**src/rtl/rotary_encoder_ctrl.sv**
```systemverilog
// Rotary-encoder front end: sync + debounce A/B/SW, quadrature decode,
// saturating signed click count with sticky press flag, clear-on-read.
module rotary_encoder_ctrl #(
    parameter int unsigned DEBOUNCE_CYCLES = 1000,
    parameter int unsigned STEPS_PER_CLICK = 4
) (
    input  logic       clk,
    input  logic       reset,
    input  logic       enc_a,
    input  logic       enc_b,
    input  logic       enc_sw,
    input  logic       rotary_encoder_rd_stb,
    output logic [7:0] rotary_encoder_reg,
    output logic       enc_irq,
    output logic       enc_err_stb
);

    typedef enum logic [1:0] {STEP_NONE, STEP_CW, STEP_CCW, STEP_ILLEGAL} step_t;

    localparam logic [15:0]       DB_LAST = 16'(DEBOUNCE_CYCLES - 1);
    localparam logic signed [3:0] SUB_MAX = 4'(STEPS_PER_CLICK);
    localparam logic signed [3:0] SUB_MIN = -SUB_MAX;

    // Bit index: 0 = A, 1 = B, 2 = SW
    logic [2:0]  sync1, sync2, deb;
    logic [15:0] db_cnt [3];

    logic [1:0]        cur_s, prev_s;
    logic              prev_sw;
    logic signed [3:0] sub_cnt, sub_next;
    step_t             step;
    logic              click_up, click_dn, press_edge, flag_next;
    logic [6:0]        cnt_base, cnt_next;

    always_ff @(posedge clk or posedge reset) begin
        if (reset) begin
            sync1 <= '1;
            sync2 <= '1;
            deb   <= '1;
            for (int unsigned i = 0; i < 3; i++) db_cnt[i] <= '0;
        end else begin
            sync1 <= {enc_sw, enc_b, enc_a};
            sync2 <= sync1;
            for (int unsigned i = 0; i < 3; i++) begin
                if (sync2[i] == deb[i]) begin
                    db_cnt[i] <= '0;
                end else if (db_cnt[i] == DB_LAST) begin
                    deb[i]    <= sync2[i];
                    db_cnt[i] <= '0;
                end else begin
                    db_cnt[i] <= db_cnt[i] + 16'd1;
                end
            end
        end
    end

    assign cur_s = {deb[0], deb[1]};

    function automatic logic [1:0] cw_next(input logic [1:0] s);
        case (s)
            2'b00:   cw_next = 2'b10;
            2'b10:   cw_next = 2'b11;
            2'b11:   cw_next = 2'b01;
            default: cw_next = 2'b00;
        endcase
    endfunction

    always_comb begin
        step = STEP_NONE;
        if (cur_s != prev_s) begin
            if (cur_s == cw_next(prev_s))      step = STEP_CW;
            else if (prev_s == cw_next(cur_s)) step = STEP_CCW;
            else                               step = STEP_ILLEGAL;
        end
    end

    always_comb begin
        sub_next = sub_cnt;
        click_up = 1'b0;
        click_dn = 1'b0;
        case (step)
            STEP_CW:      sub_next = sub_cnt + 4'sd1;
            STEP_CCW:     sub_next = sub_cnt - 4'sd1;
            STEP_ILLEGAL: sub_next = '0;
            default:      ;
        endcase
        if (step == STEP_CW && sub_next == SUB_MAX) begin
            click_up = 1'b1;
            sub_next = '0;
        end
        if (step == STEP_CCW && sub_next == SUB_MIN) begin
            click_dn = 1'b1;
            sub_next = '0;
        end
    end

    // A read clears first, then any event on the same edge lands in the cleared value
    always_comb begin
        cnt_base = rotary_encoder_rd_stb ? '0 : rotary_encoder_reg[6:0];
        cnt_next = cnt_base;
        if (click_up && cnt_base != 7'h3F)      cnt_next = cnt_base + 7'd1;
        else if (click_dn && cnt_base != 7'h40) cnt_next = cnt_base - 7'd1;
        press_edge = prev_sw & ~deb[2];
        flag_next  = (~rotary_encoder_rd_stb & rotary_encoder_reg[7]) | press_edge;
    end

    always_ff @(posedge clk or posedge reset) begin
        if (reset) begin
            prev_s             <= 2'b11;
            prev_sw            <= 1'b1;
            sub_cnt            <= '0;
            rotary_encoder_reg <= '0;
            enc_err_stb        <= 1'b0;
        end else begin
            prev_s             <= cur_s;
            prev_sw            <= deb[2];
            sub_cnt            <= sub_next;
            rotary_encoder_reg <= {flag_next, cnt_next};
            enc_err_stb        <= (step == STEP_ILLEGAL);
        end
    end

    assign enc_irq = |rotary_encoder_reg;

endmodule
```
**config.mk**
```make
export PLATFORM = sky130hd
export DESIGN_NAME = rotary_encoder_ctrl
export DESIGN_NICKNAME = d
export VERILOG_FILES = /design/src/rtl/rotary_encoder_ctrl.sv
export SDC_FILE = /design/constraint.sdc
export NUM_CORES = 1
export LEC_CHECK = 0
export ABC_AREA = 1
export CORE_ASPECT_RATIO = 1.1
export CORE_MARGIN = 3
export CORE_UTILIZATION = 65
export DETAILED_ROUTE_END_ITERATION = 16
export PLACE_DENSITY = 0.84
export SYNTH_ARGS = -nofsm -noshare
export SYNTH_HDL_FRONTEND = slang
export SYNTH_SLANG_ARGS = --single-unit
```
**constraint.sdc**
```tcl
create_clock -name clk -period 7.75 [get_ports clk]
set_input_delay 1.55 -clock clk [delete_from_list [all_inputs] [get_ports clk]]
set_output_delay 1.55 -clock clk [all_outputs]
set_load 0.005 [all_outputs]
```
* Yosys cells after proc, flatten, opt, wreduce, memory -nomap -nowiden
Index checks and enable logic that the tools add are counted.
Storage, ports and cells: output and inout port bits 10, input bits 6, flip-flop bits (word level) 73, logic and storage cells 80
Cells by class: $add $sub $neg 7, muxes and demuxes 22, reduce and logical (&&, ||, !) cells 10, bitwise operators 8, equal/unequal tests 20
Operators with widths (count):
- 16-bit two-way mux | 6
- 16-bit by 1-bit adder with 16-bit output, second input constant | 3
- 16-bit by 10-bit == test with 1-bit output, second input constant | 3
- 7-bit two-way mux | 3
- 2-bit == test, second input constant | 6
- 2-bit case mux with 3 select lines | 2
- 4-bit case mux with 3 select lines | 1
- 2-bit two-way mux | 5
- 4-bit two-way mux | 2
- 8-bit OR reduction | 1
- 7-bit by 1-bit adder with 7-bit output, second input constant | 1
- 7-bit by 6-bit inequality test with 1-bit output, second input constant | 1
- 7-bit inequality test, second input constant | 1
- 7-bit by 1-bit subtractor with 7-bit output, second input constant | 1
- 2-bit AND reduction | 3
- 1-bit inverter | 5
- 4-bit by 2-bit adder with 4-bit output, second input constant | 1
- 2-bit == test | 2
- 4-bit by 3-bit == test with 1-bit output, second input constant | 1
- 4-bit == test, second input constant | 1
- 1-bit logical AND | 4
- 2-bit zero test | 2
- 4-bit by 2-bit subtractor with 4-bit output, second input constant | 1
- 1-bit == test | 3
- other kinds (5) | 8

* Longest topological paths before layout
Gate-level depths: netlist of the first run.
word-level depth 21, mapped depth 19, mapped depth without buffers 19

* Least setup slack after synthesis of the first run
No wires, ideal clock.
path kind input -> register, start point input rotary_encoder_rd_stb, end point register rotary_encoder_reg[0], required time 7.687 ns, library setup time 0.063 ns, buffers on the path 0, path slack 4.845 ns, stages on the path 13, arrival time 2.842 ns, path through inv_2 nand2_1 inv_1 ha_1 inv_1 nor3_2 and3_1 nand2_1 nand2_4 inv_2 o21ai_1 nand2_1 inv_1
Between the ends: cells in the longest elaborated chain, start to end 5, elaborated cells on any way between the ends 9, those cells by class add/sub (2); eq/ne (2); mux (3); reduce/logical (2)
RTL lines:
- start, declared | RTL line 12 | input logic rotary_encoder_rd_stb,
- 7-bit two-way mux (*) | RTL line 99 | cnt_base = rotary_encoder_rd_stb ? '0 : rotary_encoder_reg[6:0];
- branches (longest 3 deep; another with 7-bit by 1-bit subtractor with 7-bit output)
- 7-bit two-way mux (*) | RTL line 101 | if (click_up && cnt_base != 7'h3F) cnt_next = cnt_base + 7'd1;
- named net cnt_next[0] | RTL line 33 | logic [6:0] cnt_base, cnt_next;
- end signal, assigned | RTL line 118 | rotary_encoder_reg <= {flag_next, cnt_next};
- end, declared | RTL line 13 | output logic [7:0] rotary_encoder_reg,
Mark *: on every way through the listed nets, which the timed path passes. A chain may end at the register's enable or synchronous reset.

* Worst setup path in the final report of the first run
Same ends and word-level chain as after synthesis.

==> flow_metrics.tcl, run 1 <==
set metrics [dict create \
    die_x_um 81.91 \
    cts_tree "yes" \
    fin_tns_setup_ns 0 \
    hold_buffers 0 \
    cts_buffer_depth 2 \
    cts_buffers 9 \
    finalWirelength_um 8004 \
    reg2reg_depth 14 \
    design.core.area_mm2 0.005951 \
    ys_seq_elements 73 \
    fmax_mhz 302.5 \
    syn_to_final_growth_pct 10.51 \
    pin_count 16 \
    layout_common_cells "107 x nand2_1, 68 x inv_1, 61 x dfrtp_1, 59 x nor2_1, 30 x nand3_1" \
    grt_pass1_vias 3255 \
    dp_hpwl_um 5832 \
    synth_edf_count 0 \
    end_kind "flop" \
    cp_cell_sequence "clkdlybuf4s50_1 -> inv_2 -> nand2_1 -> inv_1 -> ha_1 -> inv_1 -> nor3_2 -> and3_1 -> nand2_1 -> nand2_4 -> inv_2 -> o21ai_1 -> nand2_1 -> inv_1" \
    h-tree-depth 3 \
    use_met2_pct 42.25 \
    grt-busiest-layer "met2" \
    holdPathStages 0 \
    firstDrtPassIters 4 \
    die_h_um 89.50 \
    portBuffers 15 \
    place_congestion 0.9587 \
    placed_cell_area_mm2 0.004364 \
    power_mw 0.7058 \
    grt_setup_unrepaired "no" \
    required_ns 8.02 \
    hold_viol 0 \
    syn_area_mm2 0.004120 \
    worstPathMaxFanout 8 \
    crit_type "primary input to flop" \
    vias_per_cell 5.446 \
    dp.cells 591 \
    final.setup.worst_slack_ns 4.444 \
    grtUsageTotal_pct 24.33 \
    vdd.ir_drop.worst_v 0.0001502 \
    fillers 437 \
    relSlewSlack_pct 40.50 \
    finalMaxSlewViolations 0 \
    routedWlPerCell_um 13.19 \
    avgSynthCellArea_um2 8.240 \
    power_leakage_nw 2.210 \
    period_needed_ns 3.306 \
    grt.overflow.total 0 \
    clk_latency_ns 0.34 \
    grt_pass1_wl_um 13860 \
    period_share_pct 42.66 \
    crit_arrival_ns 3.58 \
    ctsRootBufferMaster "clkbuf_8" \
    hold_path.class "flop to flop" \
    mostFrequentLayoutCell "nand2_1" \
    instances_no_fill 607 \
    finalNetCount 544 \
    rows 29 \
    fin_area_mm2 0.004553 \
    seq_area_frac_synth_pct 44.70 \
    cap_violations 0 \
    p_per_area_mw_per_mm2 155.0 \
    antenna_found_initial 0 \
    setup_violations 0 \
    crit_slowest_cell "clkdlybuf4s50_1" \
    fin_util_pct 76.51 \
    async_reset_ff_share_pct 100.0 \
    use_met3_pct 5.847 \
    ant_nets 0 \
    grt_max_degree 74 \
    synthCells 500 \
    drc 0 \
    cts_resized 0 \
    start_util_pct 69.24 \
    ys_types 36 \
    drtIter0Drc 163 \
    worstMarginPinSlew_ns 0.8925 \
    dieArea_mm2 0.007331 \
    max_stage_delay_ns 0.43 \
    num_vias 3306 \
    cts_sinks 73 \
    preCtsSetupSlack_ns 4.144 \
    diodes 0 \
    largest_register_ffs 48 \
    status "finished, final reports clean" \
    finalClockSkew_ns 0.01182 \
    worst_setup_path_start_kind "primary input" \
    gr-usage-met1_pct 29.11 \
    ys.flop_type "dfrtp_1" \
    post_cts.repair.setup_buffers 0 \
    drive_above_1_share_pct 14.15 \
    hold_ws_ns 0.3599 \
    ys_warn_count 0 \
    postSynthNetCount 519 \
    path_clk_slew_ns 0.07 \
]
## synth_stat cells, types with 12 or more instances
| cell | instances | share of area [%] |
|---|---|---|
| nand2_1 | 107 | 9.7 |
| inv_1 | 69 | 6.3 |
| dfrtp_1 | 61 | 37 |
| nor2_1 | 59 | 5.4 |
| nand3_1 | 30 | 3.6 |
| xor2_1 | 19 | 4.0 |
| nor3_1 | 16 | 1.9 |
| nor4_1 | 13 | 2.0 |
| dfstp_2 | 12 | 7.7 |
| ha_1 | 12 | 3.6 |
| nand4_1 | 12 | 1.8 |
## final cells by class
cell class / instances / area, µm² / share of cell area (%)
multi-input cells: 345 / 1968 / 43.23
flip-flops and latches: 73 / 1842 / 40.45
inverters: 80 / 300.3 / 6.595
repair buffers: 16 / 157.7 / 3.462
clock buffers: 13 / 148.9 / 3.270
well taps: 77 / 96.34 / 2.116
clock inverters: 3 / 40.04 / 0.8794
## metal layers
metal | up-vias | share of wire (%)
met5 | - | 0
met4 | 0 | 1.7
met3 | 21 | 4.0
met2 | 88 | 51
met1 | 1547 | 43
li1 | 1650 | -
## final timing paths
| check | from | endpoint | slack, ns |
|---|---|---|---|
| setup / recovery | rotary_encoder_rd_stb | rotary_encoder_reg[0] | 4.44 |
| min in group asynchronous | reset | db_cnt[37] | 1.79 |
| hold / removal | sync1[0] | sync2[0] | 0.36 |
| max in group asynchronous | reset | rotary_encoder_reg[0] | 5.36 |
| hold reg to reg | sync1[0] | sync2[0] | 0.36 |
| setup reg to reg | deb[1] | rotary_encoder_reg[4] | 4.69 |
## logic make-up (layout without fill, tap and decap cells)
kind of cell	Yosys count	in the layout	synth area share [%]
flip-flops	73	73	44.70
AND/OR/NAND/NOR	285	285	34.68
AO/OA/AOI/OAI	22	22	3.523
adder cells (fa/ha/maj)	13	13	4.130
multiplexers	2	2	0.5466
buffers and inverters	82	112	7.531
XOR/XNOR	23	23	4.889
## critical path, delay by kind of cell
| family | cells | cell delay (ns) |
|---|---|---|
| compound gates | 1 | 0.12 |
| fa+ha+maj | 1 | 0.16 |
| buf+inv | 6 | 0.87 |
| simple gates | 6 | 0.87 |
## power by group
| group | total [mW] | leakage [nW] | switching (mW) | internal [mW] |
|---|---|---|---|---|
| registers | 0.391 | 0.970 | 0.00391 | 0.388 |
| clock network | 0.289 | 0.0974 | 0.132 | 0.157 |
| logic | 0.0249 | 1.14 | 0.0175 | 0.00736 |
(Power assumes the default switching activity.)
==> run 2: changes to the inputs <==
- CORE_UTILIZATION: 65 -> 55
- PLACE_DENSITY: 0.84 -> 0.76
- clock period: 7.75 -> 3.04 ns (I/O delays scaled with it)
==> run 2 against run 1 <==
  * Setup slack worse by 4.2 ns
  * Clock skew is 0.0038 ns higher
  * Register-to-register slack worse by 4.4 ns
  * Via count grew 0.36%
  * Non-clock buffer count increased by 1
  * Clock power rose to 2.7 times the previous value
  * Combinational power rose to 2.7 times the previous value
  * Critical endpoint is now rotary_encoder_reg[1]
  * Highest routed layer unchanged
==> flow_metrics.tcl, run 2 (same netlist as run 1, synthesis figures left out) <==
set metrics [dict create \
    die_h_um 96.78 \
    power_leakage_nw 2.219 \
    cts_sinks 73 \
    path_delay_family "simple AND/OR/NAND/NOR gates" \
    start_util_pct 57.81 \
    drtIter0Drc 242 \
    crit_start "deb[1]" \
    grt_setup_unrepaired "no" \
    period_needed_ns 2.762 \
    relSlewSlack_pct 59.76 \
    crit_arrival_ns 3.04 \
    worst-path-buf-inv 0 \
    r2r-start "deb[1]" \
    routedWlPerCell_um 12.86 \
    internal_power_mw 1.393 \
    cts_resized 0 \
    firstDrtPassIters 5 \
    p_comb_share_pct 3.7 \
    period_share_pct 90.87 \
    pin_count 16 \
    rows 32 \
    h-tree-depth 3 \
    grtUsageTotal_pct 20.38 \
    vdd.ir_drop.worst_v 0.0003257 \
    antenna_found_initial 0 \
    hold_buffers 0 \
    cp_cell_sequence "xnor2_1 -> or2_2 -> nand2_1 -> ha_4 -> ha_1 -> or2_1 -> nand3_1 -> nand3_1 -> nand2_2 -> nand3_1 -> nor2_4 -> nand2_1 -> nand2_1 -> nand3_1 -> nand2_1" \
    setup_violations 0 \
    design.core.area_mm2 0.007127 \
    finalMaxSlewViolations 0 \
    finalClockSkew_ns 0.01558 \
    fin_util_pct 64.68 \
    p_per_area_mw_per_mm2 397.1 \
    ant_nets 0 \
    worstPathMaxFanout 6 \
    required_ns 3.32 \
    cts_buffer_depth 2 \
    end_kind "flop" \
    reg2reg_slack_ns 0.28 \
    largest_register_ffs 48 \
    worstReg2RegEnd "rotary_encoder_reg[1]" \
    cp.depth 15 \
    layout_common_cells "107 x nand2_1, 68 x inv_1, 61 x dfrtp_1, 58 x nor2_1, 30 x nand3_1" \
    switchingPower_mw 0.4372 \
    finalWirelength_um 7923 \
    worstMarginPinSlew_ns 0.6027 \
    cts_buffers 9 \
    max_stage_delay_ns 0.59 \
    mostFrequentLayoutCell "nand2_1" \
    fin_tns_setup_ns 0 \
    worst_setup_path_start_kind "flop" \
    grt_max_degree 35 \
    die_x_um 88.53 \
    post_cts.repair.setup_buffers 0 \
    clkPwrFrac_pct 41.9 \
    grt.overflow.total 0 \
    vias_per_cell 5.386 \
    status "finished, final reports clean" \
    grt_pass1_vias 3249 \
    fmax_mhz 362.0 \
    crit_slowest_cell "dfstp_2" \
    drc 0 \
    syn_to_final_growth_pct 11.87 \
    drive_above_1_share_pct 15.25 \
    diodes 0 \
    ctsRootBufferMaster "clkbuf_8" \
    path_clk_slew_ns 0.08 \
    num_vias 3318 \
    grt_pass1_wl_um 13950 \
    place_congestion 0.9406 \
    hold_viol 0 \
    crit_type "flop to flop" \
    endpoint "rotary_encoder_reg[1]" \
    dp_hpwl_um 5891 \
    clk_latency_ns 0.35 \
    hold_path.class "flop to flop" \
    pwr-share-seq_pct 54.5 \
    swShare_pct 23.89 \
    portBuffers 15 \
    finalNetCount 545 \
    dieArea_mm2 0.008567 \
    reg2reg_depth 15 \
    cts_tree "yes" \
    cap_violations 0 \
]
-- run 2: area by class of cell --
| type | count | area (µm²) |
|---|---|---|
| clock inverters | 7 | 76.32 |
| inverters | 80 | 300.3 |
| flip-flops and latches | 73 | 1842 |
| repair buffers | 17 | 177.7 |
| multi-input cells | 345 | 1983 |
| well taps | 85 | 106.4 |
| clock buffers | 9 | 123.9 |
| fillers | 568 | 2517 |
-- run 2: worst min-delay path by stage --
stage | from | cells past startpoint | slack [ns] | endpoint
6_report | sync1[2] | 0 | 0.36 | sync2[2]
5_1_grt | sync1[2] | 0 | 0.37 | sync2[2]
4_1_cts | sync1[2] | 0 | 0.36 | sync2[2]
3_5_place_dp | sync1[1] | 0 | 0.35 | sync2[1]
3_3_place_gp | sync1[1] | 0 | 0.35 | sync2[1]
2_1_floorplan | sync1[0] | 0 | 0.35 | sync2[0]
-- run 2: metrics by stage --
step / hold WS, ns / instances / total power, mW / setup slack, ns / instance area (µm²)
floorplan: 0.3452 / 500 / 1.057 / 0.3800 / 4120
global placement: 0.3456 / 600 / 1.082 / 0.2053 / 4394
detailed placement: 0.3479 / 600 / 1.084 / 0.09946 / 4394
CTS: 0.3620 / 616 / 1.858 / 0.1026 / 4594
global route: 0.3685 / 616 / 1.912 / 0.05418 / 4609
finish: 0.3615 / 616 / 1.830 / 0.2776 / 4609
-- run 2: routing by layer --
metal | wire, µm | vias up | global-route usage (%) | part of all wire (%)
met3 | 347 | 16 | 4.089 | 4.4
met5 | 0 | - | 0 | 0
met4 | 141 | 0 | 8.488 | 1.8
met2 | 3783 | 82 | 32.70 | 48
met1 | 3650 | 1570 | 26.59 | 46
li1 | - | 1650 | - | -
-- run 2: power by group through the flow --
stage	logic (mW)	clock network, mW	registers, mW
finish	0.0672	0.766	0.997
global route	0.0772	0.837	0.998
CTS	0.0694	0.792	0.997
detailed placement	0.0691	0	1.02
global placement	0.0673	0	1.01
floorplan	0.0446	0	1.01
==> patch (config.mk and constraints of run 1) <==
The output `enc_err_stb` loses its register stage (`enc_err_stb` becomes a continuous assignment).
--- a/src/rtl/rotary_encoder_ctrl.sv
+++ b/src/rtl/rotary_encoder_ctrl.sv
@@ -112,3 +112,2 @@
             rotary_encoder_reg <= '0;
-            enc_err_stb        <= 1'b0;
         end else begin
@@ -118,5 +117,6 @@
             rotary_encoder_reg <= {flag_next, cnt_next};
-            enc_err_stb        <= (step == STEP_ILLEGAL);
         end
     end
+
+    assign enc_err_stb = (step == STEP_ILLEGAL);
 
Check against the original RTL: same outputs for any inputs over 10 cycles, from zero or initial values and one cycle with reset high; that may be too few to reach the edited logic, so the function may still have changed.
==> patch against run 1 <==
- register-to-register slack hardly changed
- setup slack worse by 0.39 ns
- total power is 3.7% higher
- worst hold slack better by 0.0017 ns
- synthesized area is 1.2% lower
- cell area is 0.52% lower
- sequential cell count is 1 lower
- routed wire length is 3.6% lower
- critical path type is now reg2out
- critical endpoint is now enc_err_stb
==> patch: results (changes against run 1) <==
- Run status: finished clean (unchanged)
- Seq/Total Area, Yosys: 0.446 (was 0.447)
- Clock Power Share: 0.440 (was 0.410)
- Min Tclk post-route: 3.69 ns (was 3.31 ns)
- Arr. time, crit path: 2.14 ns (was 3.58 ns)
- Layout cells sized above 1: 0.155 (was 0.142)
- WL/cell: 13.0 um (was 13.2 um)
- Pre-Repair DR Iteration Count: 6 (was 4)
- GP Congestion: 0.955 (was 0.959)
- Crit path max fanout: 5 (was 8)
- Post-Route Skew: 0.00900 ns (was 0.0118 ns)
- Actual slew at the worst max-slew pin: 0.852 ns (was 0.892 ns)
- M1 wire length: 3.41 mm (was 3.44 mm)
- First-pass GRT wire length: 14.0 mm (was 13.9 mm)
- Met3 wire len: 314 um (was 320 um)
- XOR/XNOR Fraction of Synth Area: 0.0495 (was 0.0489)
- Met3 usage: 0.0403 (was 0.0585)
- Hold_ws: 0.362 ns (was 0.360 ns)
- Synth Area in Adders: 0.0418 (was 0.0413)
- Top cells by count, synth: nand2_1 (93), inv_1 (64), nor2_1 (61) (was nand2_1 (107), inv_1 (69), dfrtp_1 (61))
- Detailed Route Iter0 Violations: 175 (was 163)
- Met2 usage: 0.411 (was 0.422)
- Syn Nets: 506 (was 519)
- Largest net degree at the start of global routing: 73 (was 74)
- Peak VDD IR: 132 uV (was 150 uV)
- Met1 Usage GRT: 0.310 (was 0.291)
- Placed cell count: 578 (was 591)
- Dominant cells by area after synthesis: dfrtp_1 (37%), nand2_1 (8.6%), dfstp_2 (7.7%) (was dfrtp_1 (37%), nand2_1 (9.7%), dfstp_2 (7.7%))
- Mux cell area share after synthesis: 0.00553 (was 0.00547)
-- patch: cell count changes in the layout (fill, tap and decap cells not counted), sizes merged, moves of 2 or more --
cell and delta:
a21oi -2, inv -2, nand2 -11, nand3 -2, nor3 +2, nor3b +2, nor4 -3, o21ai +5
or2 -2
-- patch: final timing paths --
kind                                         endpoint  depth (start not counted)      from
worst min-delay path                         sync2[2]                          0  sync1[2]
worst max register to register  rotary_encoder_reg[5]                         16    deb[1]
worst min register to register               sync2[2]                          0  sync1[2]
worst max-delay path                      enc_err_stb                          6    deb[1]
max in group asynchronous                  db_cnt[43]                          3     reset
min in group asynchronous                  db_cnt[15]                          3     reset
-- patch: final cells by class --
type                            instances  area, um^2
Fill cell                             415        1390
Multi-Input combinational cell        335        1950
Sequential cell                        72        1820
Clock buffer                           13         149
Inverter                               78         293
Clock inverter                          3        65.1
Timing Repair Buffer                   16         158
Tap cell                               77        96.3
